==> src/rtl/pipeline_ctrl_pkg.sv <==
// pipeline_ctrl_pkg
//   Shared types and constants for the pipeline stall/flush controller.
//   - mdu_state_e  : occupancy FSM states for multi-cycle MDU ops in EX
//   - stage_ctrl_t : enable/flush pair driving one inter-stage register
//   - hazard_t/HZ_*: encoding of the winning hazard after prioritisation
//   - stage()      : helper that builds a stage_ctrl_t from two bits
package pipeline_ctrl_pkg;

    // Width of the MDU occupancy down-counter.
    localparam int unsigned MDU_CNT_W = 4;

    typedef enum logic [0:0] {
        S_RUN = 1'b0,
        S_MDU = 1'b1
    } mdu_state_e;

    typedef struct packed {
        logic en;
        logic flush;
    } stage_ctrl_t;

    // Winning hazard after prioritisation. Reset dominates everything,
    // then memory wait, MDU wait, redirect and finally load-use.
    typedef logic [2:0] hazard_t;

    localparam hazard_t HZ_NONE     = 3'd0;
    localparam hazard_t HZ_LOADUSE  = 3'd1;
    localparam hazard_t HZ_REDIRECT = 3'd2;
    localparam hazard_t HZ_MDUWAIT  = 3'd3;
    localparam hazard_t HZ_MEMWAIT  = 3'd4;
    localparam hazard_t HZ_RESET    = 3'd5;

    function automatic stage_ctrl_t stage(input logic en, input logic flush);
        stage_ctrl_t s;
        s.en    = en;
        s.flush = flush;
        return s;
    endfunction

endpackage

==> src/rtl/pipeline_ctrl_hazard_detect.sv <==
// hazard_detect
//   Purely combinational load-use detector. Flags when the instruction in
//   EX is a load whose (non-zero) destination is read by the instruction
//   currently in ID.
//   Ports:
//     id_rs1, id_rs2 : source register indices of the ID instruction
//     ex_rd          : destination register index of the EX instruction
//     ex_mem_read    : EX instruction is a load
//     loaduse        : load-use hazard present
module hazard_detect #(
    parameter int unsigned REGADDR = 5
) (
    input  logic [REGADDR-1:0] id_rs1,
    input  logic [REGADDR-1:0] id_rs2,
    input  logic [REGADDR-1:0] ex_rd,
    input  logic               ex_mem_read,
    output logic               loaduse
);

    logic rd_nonzero;
    logic rs_match;

    always_comb begin
        // x0 is hard-wired zero, so a load into it never creates a hazard.
        rd_nonzero = (ex_rd != '0);
        rs_match   = (ex_rd == id_rs1) || (ex_rd == id_rs2);
        loaduse    = ex_mem_read && rd_nonzero && rs_match;
    end

endmodule

==> src/rtl/pipeline_ctrl.sv <==
// pipeline_ctrl
//   Central stall/flush controller for the 5-stage in-order core.
//   Drives the enable/flush of the IF/ID, ID/EX, EX/MEM and MEM/WB
//   registers plus the PC enable, resolving memory wait states, multi-cycle
//   MDU ops, load-use dependencies and taken branches. An occupancy FSM
//   tracks the MDU op in EX and a saturating counter records stall cycles.
//   Parameters:
//     REGADDR     : register-index width
//     MDU_LATENCY : cycles an MDU op occupies EX (>= 1)
//     CNTWIDTH    : stall-counter width
//   Ports:
//     clk_i, rst_i                : clock, synchronous active-high reset
//     id_rs1_i, id_rs2_i          : ID source registers
//     ex_rd_i                     : EX destination register
//     ex_mem_read_i               : EX holds a load
//     ex_mdu_i                    : EX holds an MDU op
//     ex_branch_taken_i           : EX redirects the PC
//     mem_req_i, mem_ack_i        : MEM data access and its completion
//     pc_en_o                     : PC update enable
//     *_en_o / *_flush_o          : stage-register enables / bubble inserts
//     mdu_busy_o                  : MDU stall active
//     stall_cnt_o                 : cycles with pc_en_o = 0 (not in reset)
module pipeline_ctrl
    import pipeline_ctrl_pkg::*;
#(
    parameter int unsigned REGADDR     = 5,
    parameter int unsigned MDU_LATENCY = 4,
    parameter int unsigned CNTWIDTH    = 32
) (
    input  logic                clk_i,
    input  logic                rst_i,
    input  logic [REGADDR-1:0]  id_rs1_i,
    input  logic [REGADDR-1:0]  id_rs2_i,
    input  logic [REGADDR-1:0]  ex_rd_i,
    input  logic                ex_mem_read_i,
    input  logic                ex_mdu_i,
    input  logic                ex_branch_taken_i,
    input  logic                mem_req_i,
    input  logic                mem_ack_i,
    output logic                pc_en_o,
    output logic                if_id_en_o,
    output logic                id_ex_en_o,
    output logic                ex_mem_en_o,
    output logic                mem_wb_en_o,
    output logic                if_id_flush_o,
    output logic                id_ex_flush_o,
    output logic                ex_mem_flush_o,
    output logic                mem_wb_flush_o,
    output logic                mdu_busy_o,
    output logic [CNTWIDTH-1:0] stall_cnt_o
);

    // The op itself occupies the first EX cycle in S_RUN, so the counter
    // only has to cover the remaining MDU_LATENCY-2 stall cycles.
    localparam logic [MDU_CNT_W-1:0] CNT_START =
        (MDU_LATENCY > 1) ? MDU_CNT_W'(MDU_LATENCY - 2) : '0;
    localparam logic MDU_MULTI = (MDU_LATENCY > 1);

    mdu_state_e             state;
    logic [MDU_CNT_W-1:0]   cnt;
    logic [CNTWIDTH-1:0]    stall_cnt;

    logic        memwait;
    logic        mduwait;
    logic        mdu_start;
    logic        loaduse;
    logic        redirect;
    hazard_t     hazard;

    logic        pc_en;
    stage_ctrl_t if_id_c;
    stage_ctrl_t id_ex_c;
    stage_ctrl_t ex_mem_c;
    stage_ctrl_t mem_wb_c;

    hazard_detect #(
        .REGADDR (REGADDR)
    ) u_hazard_detect (
        .id_rs1      (id_rs1_i),
        .id_rs2      (id_rs2_i),
        .ex_rd       (ex_rd_i),
        .ex_mem_read (ex_mem_read_i),
        .loaduse     (loaduse)
    );

    // Hazard conditions.
    always_comb begin
        memwait   = mem_req_i && !mem_ack_i;
        redirect  = ex_branch_taken_i;
        mdu_start = (state == S_RUN) && ex_mdu_i && MDU_MULTI;
        // Reset aborts any MDU stall immediately, even before the FSM
        // register has been cleared by the edge.
        mduwait   = !rst_i &&
                    (mdu_start || ((state == S_MDU) && (cnt != '0)));
    end

    // Priority encode. Redirect sits above load-use but below both waits:
    // a branch only takes effect once EX is actually advancing.
    always_comb begin
        hazard = HZ_NONE;
        if (rst_i)         hazard = HZ_RESET;
        else if (memwait)  hazard = HZ_MEMWAIT;
        else if (mduwait)  hazard = HZ_MDUWAIT;
        else if (redirect) hazard = HZ_REDIRECT;
        else if (loaduse)  hazard = HZ_LOADUSE;
    end

    // Stage control mux.
    always_comb begin
        pc_en    = 1'b1;
        if_id_c  = stage(1'b1, 1'b0);
        id_ex_c  = stage(1'b1, 1'b0);
        ex_mem_c = stage(1'b1, 1'b0);
        mem_wb_c = stage(1'b1, 1'b0);
        case (hazard)
            HZ_RESET: begin
                pc_en    = 1'b0;
                if_id_c  = stage(1'b0, 1'b1);
                id_ex_c  = stage(1'b0, 1'b1);
                ex_mem_c = stage(1'b0, 1'b1);
                mem_wb_c = stage(1'b0, 1'b1);
            end
            HZ_MEMWAIT: begin
                // Everything up to EX/MEM freezes; a bubble enters WB.
                pc_en    = 1'b0;
                if_id_c  = stage(1'b0, 1'b0);
                id_ex_c  = stage(1'b0, 1'b0);
                ex_mem_c = stage(1'b0, 1'b0);
                mem_wb_c = stage(1'b1, 1'b1);
            end
            HZ_MDUWAIT: begin
                // Front end and EX hold; a bubble enters MEM, MEM drains.
                pc_en    = 1'b0;
                if_id_c  = stage(1'b0, 1'b0);
                id_ex_c  = stage(1'b0, 1'b0);
                ex_mem_c = stage(1'b1, 1'b1);
            end
            HZ_REDIRECT: begin
                // Squash the two younger instructions fetched down the
                // wrong path; PC takes the branch target.
                if_id_c  = stage(1'b1, 1'b1);
                id_ex_c  = stage(1'b1, 1'b1);
            end
            HZ_LOADUSE: begin
                // Hold IF/ID and the PC, send one bubble into EX.
                pc_en    = 1'b0;
                if_id_c  = stage(1'b0, 1'b0);
                id_ex_c  = stage(1'b1, 1'b1);
            end
            default: ;
        endcase
    end

    // MDU occupancy FSM. The counter keeps running during memory waits so
    // that overlapping stalls are not serialised. At cnt = 0 the FSM waits
    // in S_MDU until the op actually leaves EX, otherwise the still-held
    // ex_mdu_i would re-trigger the stall.
    always_ff @(posedge clk_i) begin
        if (rst_i) begin
            state <= S_RUN;
            cnt   <= '0;
        end else begin
            case (state)
                S_RUN: begin
                    if (mdu_start) begin
                        state <= S_MDU;
                        cnt   <= CNT_START;
                    end
                end
                S_MDU: begin
                    if (cnt != '0) begin
                        cnt <= cnt - 1'b1;
                    end else if (id_ex_c.en) begin
                        state <= S_RUN;
                    end
                end
                default: begin
                    state <= S_RUN;
                    cnt   <= '0;
                end
            endcase
        end
    end

    // Saturating stall-cycle counter.
    always_ff @(posedge clk_i) begin
        if (rst_i) begin
            stall_cnt <= '0;
        end else if (!pc_en && (stall_cnt != '1)) begin
            stall_cnt <= stall_cnt + CNTWIDTH'(1);
        end
    end

    always_comb begin
        pc_en_o        = pc_en;
        if_id_en_o     = if_id_c.en;
        id_ex_en_o     = id_ex_c.en;
        ex_mem_en_o    = ex_mem_c.en;
        mem_wb_en_o    = mem_wb_c.en;
        if_id_flush_o  = if_id_c.flush;
        id_ex_flush_o  = id_ex_c.flush;
        ex_mem_flush_o = ex_mem_c.flush;
        mem_wb_flush_o = mem_wb_c.flush;
        mdu_busy_o     = mduwait;
        stall_cnt_o    = stall_cnt;
    end

endmodule

==> config.mk <==
export PLATFORM = sky130hd
export DESIGN_NAME = pipeline_ctrl
export DESIGN_NICKNAME = d
export VERILOG_FILES = /design/src/rtl/pipeline_ctrl_pkg.sv /design/src/rtl/pipeline_ctrl_hazard_detect.sv /design/src/rtl/pipeline_ctrl.sv
export SDC_FILE = /design/constraint.sdc
export NUM_CORES = 1
export LEC_CHECK = 0
export CELL_PAD_IN_SITES_DETAIL_PLACEMENT = 0
export CELL_PAD_IN_SITES_GLOBAL_PLACEMENT = 1
export CORE_UTILIZATION = 38
export CTS_BUF_LIST = sky130_fd_sc_hd__clkbuf_8
export DETAILED_ROUTE_END_ITERATION = 10
export PLACE_DENSITY_LB_ADDON = 0.1
export RECOVER_POWER = 100
export SLEW_MARGIN = 5
export SYNTH_ARGS = -nofsm -noshare
export SYNTH_HDL_FRONTEND = slang
export SYNTH_SLANG_ARGS = --single-unit
==> constraint.sdc <==
create_clock -name clk_i -period 3.65 [get_ports clk_i]
set_input_delay 0.73 -clock clk_i [delete_from_list [all_inputs] [get_ports clk_i]]
set_output_delay 0.73 -clock clk_i [all_outputs]
set_load 0.1 [all_outputs]
==> impl_results.md <==
* Clk sink count at 37
* Crit path cell chain: dlygate4sd3_1, clkbuf_1, buf_4, nor2_1, buf_12
* Clk_lat worst skew at 300 ps
* Synth Area in Simple Gates at 33.48%
* Vias in the first global route at 2153
* Synthesized instance count at 271
* Final cell count without fillers at 402
* Worst EP arrival at 2620 ps
* Die X at 78.36 um
* Vias at 2262
* Worst vdd ir at 0.0001629 V
* Global-route wire length before repair at 9998 um
* Worst min path class: reg2reg
* Wire per inst at 14.40 um
* GRT Util Overall at 20.48%
* Row cnt at 27
* Initial antenna violation count at 0
* DRT Pass-1 Iters at 4
* Drt drc at 0
* H-tree depth at 2
* Main combinational cell family by area after synthesis: simple AND/OR/NAND/NOR gates
* I/O pin count at 64
* Final Hold Viols at 0
* # nets final at 354
* Worst setup EP type: output pin
* Synth Warn # at 0
* Flop2flop setup slack at 680 ps
* Mux cell area share after synthesis at 3.049%
* Clk slew on worst S/H paths at 80 ps
* Setup violators final at 0
* Initial core utilization at 39.75%
* Yosys reg bits at 37
* Critical-path top delay cell: dlygate4sd3_1
* Synth Area in Compound Gates at 18.35%
* GP Congestion at 0.7423
* Max Cap Viol at 0
* CTS Buf Count at 5
* Core Area at 5574 um^2
* Post-cts repair resize count at 0
* HPWL Detailed at 4154 um
* Port Buffer Count at 63
* Unrepaired setup endpoints after global routing: false
* Status: finished, final reports clean
* Largest net degree at the start of global routing at 34
* Crit Path Max Fanout at 30
* Worst-margin pin slew at 1166 ps
* Slew Viols, Final at 0
* Antenna diode count at 0
* Max Clock Skew at 5.043 ps
* Largest stage delay on the critical path at 640 ps
* Via density at 5.627
* CP Class: in2out
* Initial drt markers at 107
* Die area at 6140 um^2
* Post-DRT Antenna Nets at 0
* XOR/XNOR Fraction of Synth Area at 4.348%
* Clock root cell: clkbuf_8
* Dpl cells at 394
* CTS tree: yes
* Synth Area in Adders at 1.694%
* Required time worst endpoint at 2920 ps
* Final period util at 91.88%
* Clk buf depth at 2
* Final min period at 3354 ps
* Hold Buf Count CTS at 0
* Power Total at 1.022 mW
* Layout cells sized above 1 at 10.30%
* Sequential share of the synthesized area at 33.43%
* Max_slew headroom at 22.61%
* CP startpoint kind: input pin
* Die Ht at 78.36 um
* Post-Syn Area at 2216 um^2
* Fillers at 572
* Power density over cell area at 337.0 nW/um^2
* Max Freq at 0.2982 GHz
* Setup Buffers After CTS at 0
* Grt ovf at 0
* Total Wirelength at 5789 um
* Syn nets at 296
* Pleak at 1.115 nW
* Area delta synth->final at 36.87%
* Syn Area/Cell at 8.177 um^2
* Post-synth cell types at 45
==> sequential cells by signal (all words and copies together) (netlist names) <==
signal,count
cnt,4
stall_cnt_o,32
state,1
==> metal layers <==
layer	track usage, %	share of wire [%]	vias to the layer above	wire, um
li1	-	-	1146	-
met1	27.01	48	1066	2756
met2	33.51	48	43	2759
met3	3.837	3.4	7	197
met4	6.667	1.3	0	75
met5	0	0	-	0
==> worst max-delay path, delay by kind of cell <==
kind                   cells  cell delay, ps
buffers and inverters      4            1740
AND/OR/NAND/NOR            1             140
==> through the flow <==
| stage | setup TNS (ps) | hold slack [ps] | setup WS [ps] | area, um^2 | utilization [%] |
|---|---|---|---|---|---|
| floorplan | -151.2 | 453.0 | -151.2 | 2225 | - |
| global placement | 0 | 472.4 | 391.8 | 2984 | 53.54 |
| detailed placement | 0 | 480.5 | 370.9 | 2984 | 53.54 |
| CTS | 0 | 494.5 | 368.1 | 3099 | 55.60 |
| global route | 0 | 526.9 | 166.4 | 3033 | 54.41 |
| finish | 0 | 492.6 | 296.5 | 3033 | 54.41 |
==> synth_stat cells, drive strengths merged <==
master | number | area share, %
nand2b | 2 | 0.90
nor3 | 7 | 1.6
o41ai | 1 | 0.40
o31a | 2 | 0.79
or3b | 2 | 0.79
nand2 | 13 | 2.2
xor2 | 11 | 4.3
inv | 9 | 1.5
o21ai | 10 | 2.3
or4 | 18 | 6.1
o311ai | 1 | 0.40
buf | 9 | 2.9
o21a | 3 | 1.0
ha | 3 | 1.7
o211ai | 1 | 0.34
nor4 | 8 | 2.5
mux2 | 6 | 3.0
and4 | 4 | 1.7
o31ai | 16 | 5.4
o2111ai | 1 | 0.40
nor2 | 19 | 3.3
a22oi | 1 | 0.34
dfxtp | 37 | 33
and3 | 5 | 1.4
nor3b | 1 | 0.34
nand3 | 13 | 2.9
a21oi | 27 | 6.6
nand4 | 14 | 4.2
and2 | 2 | 0.56
nor2b | 9 | 2.5
or3 | 7 | 2.0
a221oi | 1 | 0.40
clkbuf | 7 | 1.2
nand3b | 1 | 0.34
==> path summary, 6_finish.rpt <==
check             startpoint              end  depth (start not counted)
setup / recovery       rst_i       mdu_busy_o                          5
hold / removal        cnt[3]           cnt[3]                          2
setup reg to reg      cnt[0]  stall_cnt_o[22]                          9
hold reg to reg       cnt[3]           cnt[3]                          2
==> cell type report <==
cell class	count	area [um^2]	area share [%]
Sequential cell	37	740.7	24.42
Multi-Input combinational cell	209	1359	44.80
Clock buffer	5	68.82	2.269
Tap cell	72	90.09	2.970
Clock inverter	3	46.29	1.526
Timing Repair Buffer	67	694.4	22.90
Inverter	9	33.78	1.114
==> cells by family after synthesis <==
kind of cell | count (synthesis)
fa+ha+maj | 3
simple gates | 125
xor+xnor | 11
flops | 37
compound gates | 64
buf+inv | 25
mux | 6
==> cells in the final DEF (no fill, tap or decap), types with 3 or more instances in the layout <==
master           Yosys  layout
or4_1               18      18
clkbuf_1             7       3
o31ai_1             16      16
nor2b_1              9       9
dlygate4sd3_1        0      33
nand4_1             13      13
buf_12               0       6
nand2_1             13      13
o21a_1               3       3
clkdlybuf4s50_1      0      20
and4_1               3       3
nor4_1               7       7
dfxtp_1             37      37
nand3_1             13      13
clkbuf_8             0       5
a21oi_1             26      26
o21ai_0              8       9
xor2_1              11      11
inv_1                9       9
mux2_2               6       6
ha_1                 3       3
nor3_1               7       7
nor2_1              18      17
and3_1               5       5
or3_1                7       7
==> power breakdown <==
part | internal, mW | switching, mW | total, mW
Sequential | 0.411 | 0.00971 | 0.421
Combinational | 0.0771 | 0.159 | 0.236
Clock | 0.205 | 0.160 | 0.365
Power figures use the tool's default switching activity.
